## src/rtl/tia_hsync_counter_core_if.sv

```systemverilog
// ---------------------------------------------------------------------------
// tia_hsync_counter_core_if
//
// Purpose:
//   Bundles the RSYNC request and all horizontal timebase outputs of the TIA
//   horizontal counter front end. clk and reset are not part of the bundle.
//
// Signals:
//   rsyn      RSYNC strobe into the core (sampled on clk)
//   hphi1     phase-1 enable, one clk in four
//   hphi2     phase-2 enable, one clk in four, two clks after hphi1
//   rsynl     latched RSYNC request
//   rsynd     rsynl delayed to the next phase-1 edge
//   lfsr_out  6-bit LFSR horizontal counter state
//   shb, shs, rhs, rcb, rhb, lrhb, cnt
//             single-state decodes of lfsr_out
//   hcount    binary index 0..56 of lfsr_out (only with TIA_HCOUNT_INDEX_EN)
//
// Modports:
//   slave   the counter core (drives everything except rsyn)
//   master  the consumer / stimulus side (drives rsyn)
//
// Build option:
//   TIA_HCOUNT_INDEX_EN  adds the hcount signal to both modports.
// ---------------------------------------------------------------------------
interface tia_hsync_counter_core_if;
  logic       rsyn;
  logic       hphi1;
  logic       hphi2;
  logic       rsynl;
  logic       rsynd;
  logic [5:0] lfsr_out;
  logic       shb;
  logic       shs;
  logic       rhs;
  logic       rcb;
  logic       rhb;
  logic       lrhb;
  logic       cnt;
`ifdef TIA_HCOUNT_INDEX_EN
  logic [5:0] hcount;
`endif

  modport slave (
    input  rsyn,
    output hphi1,
    output hphi2,
    output rsynl,
    output rsynd,
    output lfsr_out,
    output shb,
    output shs,
    output rhs,
    output rcb,
    output rhb,
    output lrhb,
`ifdef TIA_HCOUNT_INDEX_EN
    output cnt,
    output hcount
`else
    output cnt
`endif
  );

  modport master (
    output rsyn,
    input  hphi1,
    input  hphi2,
    input  rsynl,
    input  rsynd,
    input  lfsr_out,
    input  shb,
    input  shs,
    input  rhs,
    input  rcb,
    input  rhb,
    input  lrhb,
`ifdef TIA_HCOUNT_INDEX_EN
    input  cnt,
    input  hcount
`else
    input  cnt
`endif
  );
endinterface

```

## src/rtl/tia_hsync_counter_core.sv

```systemverilog
// ---------------------------------------------------------------------------
// tia_hsync_counter_core
//
// Purpose:
//   Horizontal timebase front end of the TIA. A 4-bit one-hot ring divides
//   the colour clock by four into two non-overlapping phase enables. A 6-bit
//   LFSR steps once per ring revolution and wraps after 57 states, giving the
//   228 colour clocks of one scan line. Seven fixed LFSR states are decoded
//   into strobes for the downstream horizontal timing logic.
//
// Ports:
//   clk    colour clock, all state changes on its rising edge
//   reset  asynchronous active-high reset
//   bus    tia_hsync_counter_core_if.slave
//            in : rsyn
//            out: hphi1, hphi2, rsynl, rsynd, lfsr_out,
//                 shb, shs, rhs, rcb, rhb, lrhb, cnt, [hcount]
//
// Build option:
//   TIA_HCOUNT_INDEX_EN  when defined, adds bus.hcount, the binary position
//                        (0..56) of the current LFSR state within the line.
// ---------------------------------------------------------------------------
module tia_hsync_counter_core (
  input logic                     clk,
  input logic                     reset,
  tia_hsync_counter_core_if.slave bus
);

  // Phase ring encodings. The ring only ever holds one of these four values.
  localparam logic [3:0] RING_IDLE = 4'b0001;
  localparam logic [3:0] RING_PH1  = 4'b0010;
  localparam logic [3:0] RING_GAP  = 4'b0100;
  localparam logic [3:0] RING_PH2  = 4'b1000;

  // Counter states that produce the horizontal strobes.
  localparam logic [5:0] LFSR_ZERO = 6'b000000;
  localparam logic [5:0] DEC_SHB   = 6'b010100;
  localparam logic [5:0] DEC_SHS   = 6'b111100;
  localparam logic [5:0] DEC_RHS   = 6'b110111;
  localparam logic [5:0] DEC_RCB   = 6'b001111;
  localparam logic [5:0] DEC_RHB   = 6'b011100;
  localparam logic [5:0] DEC_LRHB  = 6'b010111;
  localparam logic [5:0] DEC_CNT   = 6'b101100;

  logic [3:0] ring;
  logic [5:0] lfsr;
  logic [5:0] lfsr_next;
  logic       rsynl_q;
  logic       rsynd_q;
  logic       hphi1_edge;
  logic       hphi2_edge;
  logic       lfsr_load;
  logic       dec_shb;

  // The clock edge that closes a phase cycle is identified by the ring bit
  // that is currently high; an RSYNC on that same edge suppresses the step.
  assign hphi1_edge = (ring == RING_PH1);
  assign hphi2_edge = (ring == RING_PH2) && !bus.rsyn;

  // End of line and a pending RSYNC both restart the count from zero
  // instead of stepping.
  assign lfsr_load  = dec_shb || rsynl_q;

  // XNOR feedback keeps the all-zero state legal; 111111 is the lock-up
  // state of this polynomial and can only be left through RSYNC.
  assign lfsr_next  = {~(lfsr[0] ^ lfsr[1]), lfsr[5:1]};

  // Phase ring: rotates left every clock, RSYNC parks it at the idle
  // position so both phase enables stay low while RSYNC is held.
  always_ff @(posedge clk or posedge reset) begin
    if (reset) begin
      ring <= RING_IDLE;
    end else if (bus.rsyn) begin
      ring <= RING_IDLE;
    end else begin
      unique case (ring)
        RING_IDLE: ring <= RING_PH1;
        RING_PH1:  ring <= RING_GAP;
        RING_GAP:  ring <= RING_PH2;
        RING_PH2:  ring <= RING_IDLE;
        default:   ring <= RING_IDLE;
      endcase
    end
  end

  // Horizontal counter: advances only at the end of a phase-2 cycle.
  always_ff @(posedge clk or posedge reset) begin
    if (reset) begin
      lfsr <= LFSR_ZERO;
    end else if (hphi2_edge) begin
      lfsr <= lfsr_load ? LFSR_ZERO : lfsr_next;
    end
  end

  // RSYNC latch: set by the raw strobe, cleared by the phase-2 edge that
  // performs the resulting counter restart.
  always_ff @(posedge clk or posedge reset) begin
    if (reset) begin
      rsynl_q <= 1'b0;
    end else if (bus.rsyn) begin
      rsynl_q <= 1'b1;
    end else if (hphi2_edge && rsynl_q) begin
      rsynl_q <= 1'b0;
    end
  end

  // Delayed RSYNC: resampled at the end of every phase-1 cycle.
  always_ff @(posedge clk or posedge reset) begin
    if (reset) begin
      rsynd_q <= 1'b0;
    end else if (hphi1_edge) begin
      rsynd_q <= rsynl_q;
    end
  end

`ifdef TIA_HCOUNT_INDEX_EN
  logic [5:0] hcount_q;

  // Binary shadow of the LFSR position, kept in lock-step with it.
  always_ff @(posedge clk or posedge reset) begin
    if (reset) begin
      hcount_q <= 6'd0;
    end else if (hphi2_edge) begin
      hcount_q <= lfsr_load ? 6'd0 : hcount_q + 6'd1;
    end
  end

  assign bus.hcount = hcount_q;
`else
  // Without the index option the LFSR state is the only position output.
`endif

  assign dec_shb      = (lfsr == DEC_SHB);

  assign bus.hphi1    = ring[1];
  assign bus.hphi2    = ring[3];
  assign bus.rsynl    = rsynl_q;
  assign bus.rsynd    = rsynd_q;
  assign bus.lfsr_out = lfsr;

  assign bus.shb      = dec_shb;
  assign bus.shs      = (lfsr == DEC_SHS);
  assign bus.rhs      = (lfsr == DEC_RHS);
  assign bus.rcb      = (lfsr == DEC_RCB);
  assign bus.rhb      = (lfsr == DEC_RHB);
  assign bus.lrhb     = (lfsr == DEC_LRHB);
  assign bus.cnt      = (lfsr == DEC_CNT);

endmodule

```

## src/flat_wrapper.sv

```systemverilog
// flat-port wrapper written by rule: the top's interface ports become plain ports
module tia_hsync_counter_core_flat 
  (clk, reset, bus_rsyn, bus_hphi1, bus_hphi2, bus_rsynl, bus_rsynd, bus_lfsr_out, bus_shb, bus_shs, bus_rhs, bus_rcb, bus_rhb, bus_lrhb, bus_cnt);
  tia_hsync_counter_core_if bus_i ();
  input logic clk;
  input logic reset;
  input wire logic [$bits(bus_i.rsyn)-1:0] bus_rsyn;
  output wire logic [$bits(bus_i.hphi1)-1:0] bus_hphi1;
  output wire logic [$bits(bus_i.hphi2)-1:0] bus_hphi2;
  output wire logic [$bits(bus_i.rsynl)-1:0] bus_rsynl;
  output wire logic [$bits(bus_i.rsynd)-1:0] bus_rsynd;
  output wire logic [$bits(bus_i.lfsr_out)-1:0] bus_lfsr_out;
  output wire logic [$bits(bus_i.shb)-1:0] bus_shb;
  output wire logic [$bits(bus_i.shs)-1:0] bus_shs;
  output wire logic [$bits(bus_i.rhs)-1:0] bus_rhs;
  output wire logic [$bits(bus_i.rcb)-1:0] bus_rcb;
  output wire logic [$bits(bus_i.rhb)-1:0] bus_rhb;
  output wire logic [$bits(bus_i.lrhb)-1:0] bus_lrhb;
  output wire logic [$bits(bus_i.cnt)-1:0] bus_cnt;
  assign bus_i.rsyn = bus_rsyn;
  assign bus_hphi1 = bus_i.hphi1;
  assign bus_hphi2 = bus_i.hphi2;
  assign bus_rsynl = bus_i.rsynl;
  assign bus_rsynd = bus_i.rsynd;
  assign bus_lfsr_out = bus_i.lfsr_out;
  assign bus_shb = bus_i.shb;
  assign bus_shs = bus_i.shs;
  assign bus_rhs = bus_i.rhs;
  assign bus_rcb = bus_i.rcb;
  assign bus_rhb = bus_i.rhb;
  assign bus_lrhb = bus_i.lrhb;
  assign bus_cnt = bus_i.cnt;
  tia_hsync_counter_core u_core (.clk(clk), .reset(reset), .bus(bus_i));
endmodule
```

## config.mk

```make
export PLATFORM = sky130hd
export DESIGN_NAME = tia_hsync_counter_core_flat
export DESIGN_NICKNAME = d
export VERILOG_FILES = /design/src/rtl/tia_hsync_counter_core_if.sv /design/src/rtl/tia_hsync_counter_core.sv /design/src/flat_wrapper.sv
export SDC_FILE = /design/constraint.sdc
export NUM_CORES = 1
export LEC_CHECK = 0
export ABC_AREA = 1
export CAP_MARGIN = 10
export CORE_MARGIN = 2
export CORE_UTILIZATION = 44
export CTS_CLUSTER_SIZE = 24
export DETAILED_ROUTE_END_ITERATION = 10
export PLACE_DENSITY = 0.76
export SLEW_MARGIN = 20
export SYNTH_ARGS = -nofsm -noshare
export SYNTH_HDL_FRONTEND = slang
export SYNTH_SLANG_ARGS = --single-unit
```

## constraint.sdc

```tcl
create_clock -name clk -period 1.3 [get_ports clk]
set_input_delay 0.26 -clock clk [delete_from_list [all_inputs] [get_ports clk]]
set_output_delay 0.26 -clock clk [all_outputs]
set_load 0.02 [all_outputs]
```

### Word level (Yosys, flattened, before mapping)

Index checks and enable logic that the tools add are counted.

* bitwise operators: 2
* muxes and demuxes: 5
* equality and inequality tests: 11
* reductions and logical operators: 5

Operator list (number)
* $eq 6x5->1 const B: 3
* $eq 6x6->1 const B: 3
* $pmux 4 s3: 1
* $eq 6x4->1 const B: 1
* $mux 6: 1
* $eq 4x1->1 const B: 1
* $eq 4x2->1 const B: 1
* $eq 4x3->1 const B: 1
* $eq 4x4->1 const B: 1
* $mux 4: 1
* $logic_and 1x1->1: 2
* $mux 1: 2
* $reduce_bool 2->1: 1
* $logic_not 1->1: 1
* $logic_or 1x1->1: 1
* $not 1->1: 1
* $xor 1x1->1: 1

* logic and storage cells: 27
* bits in registers: 12
* output and inout port bits: 17

### Longest topological paths before layout

* depth after elaboration: 5
* depth in mapped cells: 7
* gate-level depth less buffers: 7

### Worst setup path after synthesis

OpenSTA, ideal clock, no wires.

* path type: flip-flop to output port
* start point: register u_core.lfsr[1], in the netlist u_core.bus.lfsr_out[1]
* end point: output bus_cnt
* data arrival time: 1.297 ns
* path slack: -0.257 ns
* path buffers: 0
* cell stages (with the launch flop): 5
* path through: dfrtp_1 -> inv_1 -> ha_1 -> nand3_1 -> nor3_1

* cells in the longest elaborated chain, start to end: 1

Ends and longest elaborated chain
* start: declaration: line tia_hsync_counter_core.sv:46 `logic [5:0] lfsr;`
* start signal: assignment: line tia_hsync_counter_core.sv:91 `lfsr <= lfsr_load ? LFSR_ZERO : lfsr_next;`
* $eq 6x6->1: line tia_hsync_counter_core.sv:147 `assign bus.cnt = (lfsr == DEC_CNT);`
* end: declaration: line flat_wrapper.sv:19 `output wire logic [$bits(bus_i.cnt)-1:0] bus_cnt;`

No other way between the ends.

### Final worst setup path

* start point: register u_core.lfsr[0], in the netlist u_core.bus.lfsr_out[0]
* end point: output bus_shs

* cells in the longest elaborated chain, start to end: 1

Ends and longest elaborated chain
* $eq 6x6->1: line tia_hsync_counter_core.sv:142 `assign bus.shs = (lfsr == DEC_SHS);`
* end: declaration: line flat_wrapper.sv:14 `output wire logic [$bits(bus_i.shs)-1:0] bus_shs;`

No other way between the ends.

==> results.toml <==
[status]
status = "complete, but fails checks"
violations = "negative setup slack"

[timing]
clock_skew_ns = 0.00321
tightest_slew_ns = 0.468
rsz0062_at_grt = "yes"
finalCriticalPeriod_ns = 1.57
max_freq_mhz = 635
holdWs_ns = 0.280
period_share_pct = 121
layout_setup_ws_ns = -0.275
slew_headroom_pct = 68.8
setup-violations-final = 9
slew_violations = 0
setup_tns_ns = -1.83
final_hold_viol_count = 0

[critical_path]
start_kind = "register"
required_ns = 1.04
arrival_ns = 1.31
endpoint_kind = "output port"
cp_max_fo = 3
crit_slowest_cell = "dfrtp_2"
critPathMaxStageDelay_ns = 0.43
crit_chain = "inv_2 -> ha_4 -> nand3_4 -> nor3_4 -> buf_6"
path_class = "register to output port"

[grt]
grt_pass1_wl_microns = 2620
grt_max_degree = 14
grtUsageMet3_pct = 3.88
antenna_found_initial = 0
grt-ovfl-total = 0
grt_pass1_vias = 619
met1_usage_pct = 21.9
busiest_layer = "met2"
grtUsageTotal_pct = 19.7
use_met2_pct = 35.4

[placement]
dp_hpwl_microns = 1110
port_buffers = 19
gp_congestion = 0.793

[drt]
ant_nets = 0
firstDrtPassIters = 3
num_vias = 606
drt_iter0_markers = 2
routed_wl_microns = 1520
drcViolationCount = 0
wl_per_cell_microns = 11.6
avgViaCountPerCell = 4.63

[floorplan]
initial_core_util_pct = 48.2
die_y_microns = 42.2
pin_count = 20
rows = 13
core-area_sq_um = 1330
fp.dieW_microns = 42.2
die-area_sq_um = 1780

[finish]
layout.nets = 122
diodes = 0
layout-drive-gt1-share_pct = 52.6
final_core_util_pct = 80.4
area_delta_synth_final_pct = 66.7

[yosys]
avgSynthCellArea_sq_um = 8.14
yosysTopAreaCellShare_pct = 42.8
synth_top_cell_by_area = "dfrtp_1"
synth.distinct_cells = 15
ys_top_cells_by_area = "dfrtp_1, nand2_1, nor2_1, nand3_1, inv_1"
syn-instance-count = 79
yosysSeqAreaShare_pct = 46.9
syn_area_sq_um = 643
ys_warn_count = 0
syn_nets = 84
ys_ff_latch = 12

[pwr]
leakage_nw = 0.536
vdd_ir_drop_max_mv = 0.794
power_density_nw_per_um2 = 809
finalPower_uw = 867

[cts]
cts.path.max_buffers = 2
clk_pin_slew_worst_paths_ns = 0.08
cts_made_buffers = 3
cts_num_sinks = 12
cts_tree = "built"
clk_latency_ns = 0.28
cts_root_buf = "clkbuf_4"
cts_hold_buf = 0
htreeDepth = 1

[job]
max-cap-violations = 0

[min_path]
hp-class = "primary input to asynchronous set/reset pin"
[what timing repair did]
action	in CTS	in global routing
pin swaps	4	1
buffers inserted	2	1
gates resized for setup	68	8
endpoints found under the setup margin	17	14
cloned	0	0
[cell usage after synthesis]
master	n
ha_1	2
inv_1	9
nand3_1	7
dfstp_2	1
nor2_4	3
inv_2	2
nand3_4	1
dfrtp_1	11
nor2_2	4
nor2_1	10
nor3_1	4
nand2_1	22
buf_6	1
o21ai_0	1
o21a_1	1
[cells by family (layout without fill, tap and decap cells)]
kind of cell             Yosys count  count (layout)  share of synthesized area [%]
AND/OR/NAND/NOR                   51              51                           39.1
adder cells (fa/ha/maj)            2               2                           3.89
buffers and inverters             12              49                           8.17
AO/OA/AOI/OAI                      2               2                           1.95
flip-flops                        12              12                           46.9
[metal layers]
metal  wire (microns)  vias up
met3               85        3
met1              616      268
met2              789       18
met4               28        0
met5                0        -
li1                 -      317
[cell usage in the layout (no fill, tap or decap)]
master and n:
nor2_2 5, nor2_1 8, nor3_2 1, clkdlybuf4s50_1 2
clkdlybuf4s15_1 1, nor3_4 3, nand3_2 2, ha_4 1
clkbuf_8 1, nor2_4 4, clkbuf_4 3, dfrtp_2 5
dfstp_2 1, nand3_4 2, o21a_1 1, nand3_1 4
buf_2 4, ha_1 1, dlygate4sd2_1 3, inv_2 4
nand2_2 1, o21ai_0 1, buf_12 1, nand2_1 21
buf_4 15, buf_6 7, dfrtp_1 6, clkbuf_2 1
inv_1 7
[where the power goes]
group | switching [mW] | total, mW | internal (mW) | leakage [nW]
logic | 0.0834 | 0.138 | 0.0549 | 0.368
clock network | 0.135 | 0.306 | 0.171 | 0.0210
registers | 0.0184 | 0.423 | 0.405 | 0.147
[registers in the layout, summed over array words and instances, names as in the netlist]
signal               count
u_core.bus.lfsr_out      6
u_core.bus.rsynd         1
u_core.bus.rsynl         1
u_core.ring              4
[metrics by stage]
step                setup WS [ns]  std cells  instance area [sq um]
CTS                        -0.274        130                   1060
global route               -0.327        131                   1070
global placement           -0.456        124                   1020
floorplan                 -0.0341         79                    721
detailed placement         -0.493        124                   1020
finish                     -0.275        131                   1070
[cell type report]
| type | count | area [sq um] |
|---|---|---|
| Timing Repair Buffer | 34 | 293 |
| Fill cell | 88 | 262 |
| Clock buffer | 4 | 36.3 |
| Tap cell | 15 | 18.8 |
| Multi-Input combinational cell | 55 | 375 |
| Inverter | 11 | 41.3 |
| Sequential cell | 12 | 308 |
[critical path, delay by kind of cell (launching register included)]
family	cells	cell delay [ns]
DFF	1	0.43
buffers and inverters	2	0.21
adders and majority gates	1	0.15
and+or+nand+nor	2	0.25
[final timing paths]
path	from	end	slack [ns]	cells after the start
min	reset	u_core.ring[3]$_DFF_PP0_	0.28	2
max reg2reg	u_core.bus.lfsr_out[0]$_DFFE_PP0P_	u_core.bus.lfsr_out[0]$_DFFE_PP0P_	0.07	8
max in group asynchronous	reset	u_core.bus.lfsr_out[2]$_DFFE_PP0P_	0.67	2
min reg2reg	u_core.bus.rsynd$_DFFE_PP0P_	u_core.bus.rsynd$_DFFE_PP0P_	0.49	2
max	u_core.bus.lfsr_out[0]$_DFFE_PP0P_	bus_shs	-0.27	5
min in group clk	u_core.bus.rsynd$_DFFE_PP0P_	u_core.bus.rsynd$_DFFE_PP0P_	0.49	2
(Power assumes the default switching activity.)
